<file path="src/rtl/axi_rd_arbiter_pkg.sv">
// Shared types and constants for the two-requester AXI4 read arbiter.
package axi_rd_arbiter_pkg;

  typedef enum logic [1:0] {
    IDLE = 2'd0,
    ADDR = 2'd1,
    DATA = 2'd2
  } arb_state_e;

  localparam int unsigned ReqIfu = 0;
  localparam int unsigned ReqLsu = 1;

  // Width-independent part of an AR request; the address is held alongside
  // because its width follows the arbiter's AddrWidth parameter.
  typedef struct packed {
    logic [7:0] len;
    logic [2:0] size;
    logic [1:0] burst;
  } ar_pkt_t;

  function automatic logic [1:0] port_onehot(input logic idx);
    return idx ? 2'b10 : 2'b01;
  endfunction

endpackage

</file>
<file path="src/rtl/axi_rd_arbiter_if.sv">
// Requester-side (two packed ports) and memory-side AXI4 read bundles.
interface axi_rd_req_if #(
  parameter int unsigned AddrWidth = 32,
  parameter int unsigned DataWidth = 64
);
  logic [1:0]             s_arvalid;
  logic [1:0]             s_arready;
  logic [2*AddrWidth-1:0] s_araddr;
  logic [15:0]            s_arlen;
  logic [5:0]             s_arsize;
  logic [3:0]             s_arburst;
  logic [1:0]             s_rvalid;
  logic [1:0]             s_rready;
  logic [DataWidth-1:0]   s_rdata;
  logic [1:0]             s_rresp;
  logic                   s_rlast;

  modport master (
    output s_arvalid, s_araddr, s_arlen, s_arsize, s_arburst, s_rready,
    input  s_arready, s_rvalid, s_rdata, s_rresp, s_rlast
  );

  modport slave (
    input  s_arvalid, s_araddr, s_arlen, s_arsize, s_arburst, s_rready,
    output s_arready, s_rvalid, s_rdata, s_rresp, s_rlast
  );
endinterface

interface axi_rd_mem_if #(
  parameter int unsigned AddrWidth = 32,
  parameter int unsigned DataWidth = 64
);
  logic                 m_arid;
  logic [AddrWidth-1:0] m_araddr;
  logic [7:0]           m_arlen;
  logic [2:0]           m_arsize;
  logic [1:0]           m_arburst;
  logic                 m_arvalid;
  logic                 m_arready;
  logic                 m_rid;
  logic [DataWidth-1:0] m_rdata;
  logic [1:0]           m_rresp;
  logic                 m_rlast;
  logic                 m_rvalid;
  logic                 m_rready;

  modport master (
    output m_arid, m_araddr, m_arlen, m_arsize, m_arburst, m_arvalid, m_rready,
    input  m_arready, m_rid, m_rdata, m_rresp, m_rlast, m_rvalid
  );

  modport slave (
    input  m_arid, m_araddr, m_arlen, m_arsize, m_arburst, m_arvalid, m_rready,
    output m_arready, m_rid, m_rdata, m_rresp, m_rlast, m_rvalid
  );
endinterface

</file>
<file path="src/rtl/axi_rd_arbiter_rr_arbiter2.sv">
// Two-way round-robin grant; on a tie the port that did not win last is chosen.
module rr_arbiter2
  import axi_rd_arbiter_pkg::*;
(
  input  logic       clk,
  input  logic       rst_n,
  input  logic [1:0] req,
  input  logic       update_en,
  output logic       grant,
  output logic       gnt_valid
);

  logic last_grant_q, last_grant_d;

  always_comb begin
    gnt_valid    = |req;
    grant        = ~last_grant_q;
    last_grant_d = last_grant_q;
    case (req)
      2'b01:   grant = 1'(ReqIfu);
      2'b10:   grant = 1'(ReqLsu);
      default: grant = ~last_grant_q;
    endcase
    if (update_en && gnt_valid) begin
      last_grant_d = grant;
    end
  end

  // Reset to the LSU so the IFU wins the first tie.
  always_ff @(posedge clk) begin
    if (!rst_n) begin
      last_grant_q <= 1'(ReqLsu);
    end else begin
      last_grant_q <= last_grant_d;
    end
  end

endmodule

</file>
<file path="src/rtl/axi_rd_arbiter.sv">
// Shares one AXI4 read master between IFU (port 0) and LSU (port 1), one
// transaction in flight, registered AR channel, R beats routed to the owner.
module axi_rd_arbiter
  import axi_rd_arbiter_pkg::*;
#(
  parameter int unsigned AddrWidth  = 32,
  parameter int unsigned DataWidth  = 64,
  parameter bit          ParamCheck = 1'b1
) (
  input  logic         clk,
  input  logic         rst_n,
  axi_rd_req_if.slave  req,
  axi_rd_mem_if.master mem,
  output logic         busy,
  output logic         err
);

  arb_state_e           state_q, state_d;
  logic                 owner_q, owner_d;
  logic                 arid_q, arid_d;
  logic                 arvalid_q, arvalid_d;
  logic [AddrWidth-1:0] araddr_q, araddr_d;
  ar_pkt_t              ctl_q, ctl_d;
  logic [7:0]           beat_cnt_q, beat_cnt_d;
  logic                 err_q, err_d;

  logic                 grant;
  logic                 gnt_valid;
  logic                 ar_hs;
  logic                 r_hs;
  logic [AddrWidth-1:0] addr_sel;
  ar_pkt_t              ctl_sel;
  logic [DataWidth-1:0] rdata_fwd;

  rr_arbiter2 u_rr (
    .clk       (clk),
    .rst_n     (rst_n),
    .req       (req.s_arvalid),
    .update_en (state_q == IDLE),
    .grant     (grant),
    .gnt_valid (gnt_valid)
  );

  always_comb begin
    addr_sel      = grant ? req.s_araddr[2*AddrWidth-1:AddrWidth] : req.s_araddr[AddrWidth-1:0];
    ctl_sel.len   = grant ? req.s_arlen[15:8]  : req.s_arlen[7:0];
    ctl_sel.size  = grant ? req.s_arsize[5:3]  : req.s_arsize[2:0];
    ctl_sel.burst = grant ? req.s_arburst[3:2] : req.s_arburst[1:0];
  end

  assign ar_hs = (state_q == IDLE) && gnt_valid;
  assign r_hs  = (state_q == DATA) && mem.m_rvalid && mem.m_rready;

  assign req.s_arready = ar_hs ? port_onehot(grant) : '0;
  assign req.s_rvalid  = ((state_q == DATA) && mem.m_rvalid) ? port_onehot(owner_q) : '0;
  assign mem.m_rready  = (state_q == DATA) && req.s_rready[owner_q];

  assign rdata_fwd     = mem.m_rdata;
  assign req.s_rdata   = rdata_fwd;
  assign req.s_rresp   = mem.m_rresp;
  assign req.s_rlast   = mem.m_rlast;

  assign mem.m_arid    = arid_q;
  assign mem.m_araddr  = araddr_q;
  assign mem.m_arlen   = ctl_q.len;
  assign mem.m_arsize  = ctl_q.size;
  assign mem.m_arburst = ctl_q.burst;
  assign mem.m_arvalid = arvalid_q;

  assign busy = (state_q != IDLE);
  assign err  = err_q;

  always_comb begin
    state_d    = state_q;
    owner_d    = owner_q;
    arid_d     = arid_q;
    arvalid_d  = arvalid_q;
    araddr_d   = araddr_q;
    ctl_d      = ctl_q;
    beat_cnt_d = beat_cnt_q;
    case (state_q)
      IDLE: begin
        if (ar_hs) begin
          araddr_d   = addr_sel;
          ctl_d      = ctl_sel;
          arid_d     = grant;
          owner_d    = grant;
          beat_cnt_d = '0;
          arvalid_d  = 1'b1;
          state_d    = ADDR;
        end
      end
      ADDR: begin
        if (arvalid_q && mem.m_arready) begin
          arvalid_d = 1'b0;
          state_d   = DATA;
        end
      end
      DATA: begin
        if (r_hs) begin
          beat_cnt_d = beat_cnt_q + 8'd1;
          if (mem.m_rlast) begin
            state_d = IDLE;
          end
        end
      end
      default: state_d = IDLE;
    endcase
  end

  // beat_cnt_q counts beats already accepted, so the final beat sees beat_cnt_q == len.
  always_comb begin
    err_d = 1'b0;
    if (ParamCheck) begin
      err_d = (r_hs && (mem.m_rid != owner_q))
           || (r_hs &&  mem.m_rlast && (beat_cnt_q != ctl_q.len))
           || (r_hs && !mem.m_rlast && (beat_cnt_q == ctl_q.len))
           || (mem.m_rvalid && (state_q != DATA));
    end
  end

  always_ff @(posedge clk) begin
    if (!rst_n) begin
      state_q    <= IDLE;
      owner_q    <= 1'(ReqIfu);
      arid_q     <= 1'b0;
      arvalid_q  <= 1'b0;
      araddr_q   <= '0;
      ctl_q      <= '0;
      beat_cnt_q <= '0;
      err_q      <= 1'b0;
    end else begin
      state_q    <= state_d;
      owner_q    <= owner_d;
      arid_q     <= arid_d;
      arvalid_q  <= arvalid_d;
      araddr_q   <= araddr_d;
      ctl_q      <= ctl_d;
      beat_cnt_q <= beat_cnt_d;
      err_q      <= err_d;
    end
  end

endmodule

</file>
<file path="src/flat_wrapper.sv">
// flat-port wrapper written by rule: the top's interface ports become plain ports
module axi_rd_arbiter_flat import axi_rd_arbiter_pkg::*;
#(
  parameter int unsigned AddrWidth  = 32,
  parameter int unsigned DataWidth  = 64,
  parameter bit          ParamCheck = 1'b1
)
  (clk, rst_n, busy, err, req_s_arvalid, req_s_araddr, req_s_arlen, req_s_arsize, req_s_arburst, req_s_rready, req_s_arready, req_s_rvalid, req_s_rdata, req_s_rresp, req_s_rlast, mem_m_arid, mem_m_araddr, mem_m_arlen, mem_m_arsize, mem_m_arburst, mem_m_arvalid, mem_m_rready, mem_m_arready, mem_m_rid, mem_m_rdata, mem_m_rresp, mem_m_rlast, mem_m_rvalid);
  axi_rd_req_if #(.AddrWidth(AddrWidth), .DataWidth(DataWidth)) req_i ();
  axi_rd_mem_if #(.AddrWidth(AddrWidth), .DataWidth(DataWidth)) mem_i ();
  input  logic clk;
  input  logic rst_n;
  output logic busy;
  output logic err;
  input wire logic [$bits(req_i.s_arvalid)-1:0] req_s_arvalid;
  input wire logic [$bits(req_i.s_araddr)-1:0] req_s_araddr;
  input wire logic [$bits(req_i.s_arlen)-1:0] req_s_arlen;
  input wire logic [$bits(req_i.s_arsize)-1:0] req_s_arsize;
  input wire logic [$bits(req_i.s_arburst)-1:0] req_s_arburst;
  input wire logic [$bits(req_i.s_rready)-1:0] req_s_rready;
  output wire logic [$bits(req_i.s_arready)-1:0] req_s_arready;
  output wire logic [$bits(req_i.s_rvalid)-1:0] req_s_rvalid;
  output wire logic [$bits(req_i.s_rdata)-1:0] req_s_rdata;
  output wire logic [$bits(req_i.s_rresp)-1:0] req_s_rresp;
  output wire logic [$bits(req_i.s_rlast)-1:0] req_s_rlast;
  output wire logic [$bits(mem_i.m_arid)-1:0] mem_m_arid;
  output wire logic [$bits(mem_i.m_araddr)-1:0] mem_m_araddr;
  output wire logic [$bits(mem_i.m_arlen)-1:0] mem_m_arlen;
  output wire logic [$bits(mem_i.m_arsize)-1:0] mem_m_arsize;
  output wire logic [$bits(mem_i.m_arburst)-1:0] mem_m_arburst;
  output wire logic [$bits(mem_i.m_arvalid)-1:0] mem_m_arvalid;
  output wire logic [$bits(mem_i.m_rready)-1:0] mem_m_rready;
  input wire logic [$bits(mem_i.m_arready)-1:0] mem_m_arready;
  input wire logic [$bits(mem_i.m_rid)-1:0] mem_m_rid;
  input wire logic [$bits(mem_i.m_rdata)-1:0] mem_m_rdata;
  input wire logic [$bits(mem_i.m_rresp)-1:0] mem_m_rresp;
  input wire logic [$bits(mem_i.m_rlast)-1:0] mem_m_rlast;
  input wire logic [$bits(mem_i.m_rvalid)-1:0] mem_m_rvalid;
  assign req_i.s_arvalid = req_s_arvalid;
  assign req_i.s_araddr = req_s_araddr;
  assign req_i.s_arlen = req_s_arlen;
  assign req_i.s_arsize = req_s_arsize;
  assign req_i.s_arburst = req_s_arburst;
  assign req_i.s_rready = req_s_rready;
  assign req_s_arready = req_i.s_arready;
  assign req_s_rvalid = req_i.s_rvalid;
  assign req_s_rdata = req_i.s_rdata;
  assign req_s_rresp = req_i.s_rresp;
  assign req_s_rlast = req_i.s_rlast;
  assign mem_m_arid = mem_i.m_arid;
  assign mem_m_araddr = mem_i.m_araddr;
  assign mem_m_arlen = mem_i.m_arlen;
  assign mem_m_arsize = mem_i.m_arsize;
  assign mem_m_arburst = mem_i.m_arburst;
  assign mem_m_arvalid = mem_i.m_arvalid;
  assign mem_m_rready = mem_i.m_rready;
  assign mem_i.m_arready = mem_m_arready;
  assign mem_i.m_rid = mem_m_rid;
  assign mem_i.m_rdata = mem_m_rdata;
  assign mem_i.m_rresp = mem_m_rresp;
  assign mem_i.m_rlast = mem_m_rlast;
  assign mem_i.m_rvalid = mem_m_rvalid;
  axi_rd_arbiter #(.AddrWidth(AddrWidth), .DataWidth(DataWidth), .ParamCheck(ParamCheck)) u_core (.clk(clk), .rst_n(rst_n), .req(req_i), .mem(mem_i), .busy(busy), .err(err));
endmodule
</file>
<file path="config.mk">
export PLATFORM = sky130hd
export DESIGN_NAME = axi_rd_arbiter_flat
export DESIGN_NICKNAME = d
export VERILOG_FILES = /design/src/rtl/axi_rd_arbiter_pkg.sv /design/src/rtl/axi_rd_arbiter_if.sv /design/src/rtl/axi_rd_arbiter_rr_arbiter2.sv /design/src/rtl/axi_rd_arbiter.sv /design/src/flat_wrapper.sv
export SDC_FILE = /design/constraint.sdc
export NUM_CORES = 1
export LEC_CHECK = 0
export CAP_MARGIN = 20
export CORE_AREA = 2 2 112 114
export CTS_CLUSTER_SIZE = 14
export DETAILED_ROUTE_END_ITERATION = 8
export DIE_AREA = 0 0 114 116
export PLACE_DENSITY_LB_ADDON = 0.15
export SLEW_MARGIN = 15
export SYNTH_ARGS = -nofsm -noshare
export SYNTH_HDL_FRONTEND = slang
export SYNTH_SLANG_ARGS = --single-unit
</file>
<file path="constraint.sdc">
create_clock -name clk -period 3.04 [get_ports clk]
set_clock_uncertainty 0.1 [all_clocks]
set_input_delay 0.912 -clock clk [delete_from_list [all_inputs] [get_ports clk]]
set_output_delay 0.912 -clock clk [all_outputs]
set_load 0.02 [all_outputs]
</file>
## Yosys cells after proc, flatten, opt, wreduce, memory -nomap -nowiden

Index checks and enable logic that the tools add are counted.
W data, S select, Z words.

| cells by class | value |
|---|---|
| add/subtract/negate cells | 1 |
| multipliers | 0 |
| div/mod/pow operators | 0 |
| order comparisons | 1 |
| equal/unequal tests | 12 |
| shift operators | 0 |
| mux-type cells | 22 |
| bitwise operators | 1 |
| reductions and logical operators | 24 |

Operators by type and width:

| kind | number |
|---|---|
| $mux W32 | 1 |
| $mux W8 | 3 |
| $mux W2 | 9 |
| $pmux W8 S2 | 1 |
| $logic_and A1 B1 Y1 | 11 |
| $add A8 B1 Y8 const B | 1 |
| $eq A8 B8 Y1 | 1 |
| $ne A8 B8 Y1 | 1 |
| $ne A2 B1 Y1 const B | 3 |
| $pmux W2 S3 | 1 |
| $reduce_and A3 Y1 | 2 |
| $reduce_bool A2 Y1 | 3 |
| $eq A2 B1 Y1 const B | 2 |
| $eq A2 B2 Y1 const B | 2 |
| $mux W1 | 4 |
| $ne A2 B2 Y1 const B | 2 |
| $pmux W1 S2 | 2 |
| $reduce_and A4 Y1 | 1 |
| $logic_or A1 B1 Y1 | 3 |
| $mux W3 | 1 |
| $logic_not A2 Y1 | 1 |
| $lt A1 B2 Y1 const B | 1 |
| $reduce_and A2 Y1 | 1 |
| $reduce_or A2 Y1 | 1 |
| other kinds (3) | 3 |

| word-level totals | value |
|---|---|
| flip-flop bits (word level) | 59 |
| bits in latches | 0 |
| memory bits (writable) | 0 |
| bits in read-only memories | 0 |
| input port bits | 166 |
| output and inout bits | 121 |
| logic and storage cells | 71 |
| memories | 0 |

## Logic depth before layout (Yosys ltp)

| depth | value |
|---|---|
| depth in word-level cells | 9 |
| depth in mapped cells | 8 |
| depth with buffers taken out | 6 |

## Cells and area by module

A second synthesis with hierarchy kept.

| unflattened totals | value |
|---|---|
| cells, all modules | 375 |
| area, all modules | 3,469.6 um^2 |

Modules (own cells, without submodules):

| module | instances | cells each | area an instance (um^2) | sequential area each (um^2) |
|---|---|---|---|---|
| axi_rd_arbiter | 1 | 363 | 3,352.0 | 1,161.1 |
| rr_arbiter2 | 1 | 12 | 117.6 | 20.0 |

## Worst setup path after synthesis

Ideal clock, no wire load.

| path | value |
|---|---|
| kind | input-to-output |
| from | in req_s_arvalid[0] |
| to | out req_s_arready[1] |
| data arrival time | 2.020 ns |
| data required time | 2.028 ns |
| path slack | 0.008 ns |
| stages | 7 |
| path buffers | 2 |
| cells stage by stage | inv_1 -> ha_1 -> nor2_1 -> a21oi_1 -> buf_4 -> buf_4 -> nor2_1 |

| between the ends | value |
|---|---|
| word-level cells in the longest chain between the ends | 4 |

Ends and longest elaborated chain:

| item | RTL line | text |
|---|---|---|
| start, declared | flat_wrapper.sv:15 | `input wire logic [$bits(req_i.s_arvalid)-1:0] req_s_arvalid;` |
| $eq A2 B2 Y1 or $eq A2 B1 Y1 (tied branches) | axi_rd_arbiter_rr_arbiter2.sv:19 | `case (req)` |
| $pmux W1 S2 | axi_rd_arbiter_rr_arbiter2.sv:19 |  |
| $mux W2 | axi_rd_arbiter_pkg.sv:22 | `return idx ? 2'b10 : 2'b01;` |
| $mux W2 (*) | axi_rd_arbiter.sv:54 | `assign req.s_arready = ar_hs ? port_onehot(grant) : '0;` |
| end, declared | flat_wrapper.sv:21 | `output wire logic [$bits(req_i.s_arready)-1:0] req_s_arready;` |

Every way passes the cells marked *; elsewhere a longest branch is shown, timed or not.

## Worst setup path after layout

| path | value |
|---|---|
| from | in mem_m_rvalid |
| to | out req_s_rvalid[0] |

| between the ends | value |
|---|---|
| word-level cells in the longest chain between the ends | 2 |

Ends and longest elaborated chain:

| item | RTL line | text |
|---|---|---|
| start, declared | flat_wrapper.sv:38 | `input wire logic [$bits(mem_i.m_rvalid)-1:0] mem_m_rvalid;` |
| $logic_and A1 B1 Y1 | axi_rd_arbiter.sv:55 | `assign req.s_rvalid = ((state_q == DATA) && mem.m_rvalid) ? port_onehot(owner_q) : '0;` |
| $mux W2 | axi_rd_arbiter.sv:55 |  |
| end, declared | flat_wrapper.sv:22 | `output wire logic [$bits(req_i.s_rvalid)-1:0] req_s_rvalid;` |

No other way between the ends.

==> flow_summary.yaml <==
global_route:
  grtUsageTotal: 0.139
  grt_pass1_vias: 2939
  grt_max_degree: 94
  antenna_found_initial: 0
  grt_first_pass_wirelength_microns: 14400
  grt-ovfl-total: 0
cells_and_area:
  final_nets: 638
  design_area_sq_um: 4910
  n_antenna_cell: 0
  utilization: 0.412
  drive_gt1_frac: 0.0953
  area_growth_pct: 45.7
logic_synthesis:
  async_reset_ff_frac: 0
  synth_seq_cells: 59
  yosys.area.top_type_share: 0.351
  synth_common_cells: "buf_4 (73), dfxtp_1 (59), nor2_1 (57)"
  avgSynthCellArea_sq_um: 8.91
  yosysTopAreaCell: "dfxtp_1"
  syn_inst: 378
  synth_area_leaders: "dfxtp_1 (35%), buf_4 (16%), mux2i_1 (14%)"
  syn-num-nets: 547
  yosysMostFrequentCell: "buf_4"
  yosysWarnings: 0
  dominantRegCellSynth: "dfxtp_1"
  synthesis.area_sq_um: 3370
  ys_types: 38
  yosysSeqAreaShare: 0.351
  synth_edf_count: 0
clock_tree:
  cts_made_buffers: 9
  root_buffer: "clkbuf_16"
  cts_tree: "yes"
  clk_pin_slew_ns: 0.05
  hold_buffers: 0
  clk_path_buf_depth: 2
  insertion_delay_ns: 0.32
  cts_max_level: 3
  cts.sinks: 59
placed_design:
  port_buffers: 154
  place_area_sq_um: 4610
  hpwl_microns: 6870
  place_congestion: 0.838
worst_setup_path:
  crit_path_max_fanout: 4
  arrival_ns: 1.98
  crit_buf_inv: 2
  start_kind: "input port"
  cp-end-kind: "output port"
  slowest_stage: "clkdlybuf4s50_1"
  critPathMaxStageDelay_ns: 0.52
  cp_top_family: "buffers and inverters"
  crit_required_ns: 2.03
  crit_chain: "clkdlybuf4s50_1 -> nand3b_1 -> nor2_1 -> clkdlybuf4s15_1"
  path_class: "in2out"
timing:
  fin_crit_ns: 3.00
  relSlewSlack: 0.399
  drv_slew: 0
  hold_violations: 0
  rsz0062_at_grt: "no"
  fmax_mhz: 334
  setup_viol: 0
  period_share: 0.986
  tightestPinTransition_ns: 0.901
detailed_routing:
  viasPerCell: 4.64
  antenna_left: 0
  dr.first_iter.drc_count: 83
  routed_wl_microns: 9160
  dr.pass1.iters: 4
  wl_per_cell_microns: 14.8
  num_vias: 2873
  drcViolationCount: 0
power_and_ir_drop:
  power.density_nw_per_um2: 530
  leakagePower_nw: 2.08
  irDropWorstVdd_mv: 0.254
min_path:
  hold_path.class: "reg2reg"
floorplanning:
  die-area_sq_um: 13200
  rows: 40
  coreArea_sq_um: 11900
  die_w_microns: 114
  die-height_microns: 116
  initial_core_util: 0.283
  top_level_ports: 287
status:
  status: "finished clean"
job:
  drv_cap: 0
-- layout by cell type, fill, tap and decap left out, types with 2 or more instances in the layout --
| cell | count |
|---|---|
| xor2_1 | 10 |
| clkdlybuf4s50_1 | 146 |
| buf_2 | 3 |
| a21oi_1 | 7 |
| a211oi_1 | 46 |
| clkbuf_16 | 9 |
| nand3_1 | 6 |
| nand2_1 | 6 |
| and4_1 | 2 |
| o21ai_0 | 7 |
| inv_2 | 2 |
| clkinv_2 | 2 |
| inv_1 | 3 |
| dfxtp_1 | 59 |
| mux2i_1 | 47 |
| buf_4 | 15 |
| nor2_1 | 55 |
| nand4_1 | 2 |
| o21a_1 | 2 |
| nor2b_1 | 2 |
| nor4_1 | 4 |
| ha_1 | 2 |
| nor3_1 | 3 |
| and2_1 | 2 |
-- path summary, 6_finish.rpt --
| check | start | to | slack, ns | depth (start not counted) |
|---|---|---|---|---|
| setup reg to reg | u_core.state_q[1] | u_core.beat_cnt_q[7] | 0.72 | 5 |
| hold / removal | u_core.mem.m_araddr[21] | u_core.mem.m_araddr[21] | 0.39 | 2 |
| hold reg to reg | u_core.mem.m_araddr[21] | u_core.mem.m_araddr[21] | 0.39 | 2 |
| setup / recovery | mem_m_rvalid | req_s_rvalid[0] | 0.04 | 4 |
-- per-stage QoR --
stage               setup WS (ns)  power, W  hold WS, ns  setup TNS, ns  std cells
CTS                        0.0245   0.00265        0.399              0        619
global route               0.0197   0.00273        0.408              0        619
detailed placement         -0.736   0.00165        0.393         -17.92        605
global placement           -0.693   0.00164        0.387         -15.49        605
floorplan                 0.00810   0.00141        0.383              0        378
finish                     0.0440   0.00260        0.394              0        619
-- worst reg2reg max path, delay by kind of cell, from the launching register on --
family          cells  cell delay [ns]
simple gates        2             0.75
buf+inv             1             0.70
flops               1             0.46
compound gates      2             0.24
-- power breakdown --
part,internal (W),switching [W]
registers,0.000853,0.0000552
logic,0.000382,0.000336
clock network,0.000644,0.000332
total,0.00188,0.000723
-- sequential cells by signal, indices dropped and copies added (netlist names) --
name	count
u_core.owner_q	1
u_core.state_q	2
u_core.mem.m_araddr	32
u_core.mem.m_arburst	2
u_core.mem.m_arvalid	1
u_core.beat_cnt_q	8
u_core.err	1
u_core.mem.m_arlen	8
u_core.u_rr.last_grant_q	1
u_core.mem.m_arsize	3
-- cell families (layout without fill, tap and decap cells) --
group           after synthesis  count (layout)  share of synthesized area
buf+inv                      96             190                      0.192
simple gates                 92              92                      0.129
compound gates               69              69                      0.144
flops                        59              59                      0.351
mux                          48              48                      0.144
xor+xnor                     11              11                     0.0286
fa+ha+maj                     3               3                     0.0111
-- metal layers --
layer / up-vias / share of wire / track usage
met3: 19 / 0.098 / 0.0581
met5: - / 0 / 0
li1: 1444 / - / -
met2: 116 / 0.49 / 0.245
met4: 0 / 0.024 / 0.0650
met1: 1294 / 0.39 / 0.144
-- layout make-up --
type,instances,area (sq um)
clock buffer,11,243
timing repair buffer,170,1660
sequential,59,1180
fill,1222,7010
tap,147,184
clock inverter,3,40.0
multi-input combinational,223,1570
inverter,6,22.5
-- what timing repair did --
action | CTS | global route
pin swaps | 3 | 0
buffers inserted | 1 | 0
gates resized for setup | 24 | 3
endpoints found under the setup margin | 23 | 3
(Power assumes the default switching activity.)
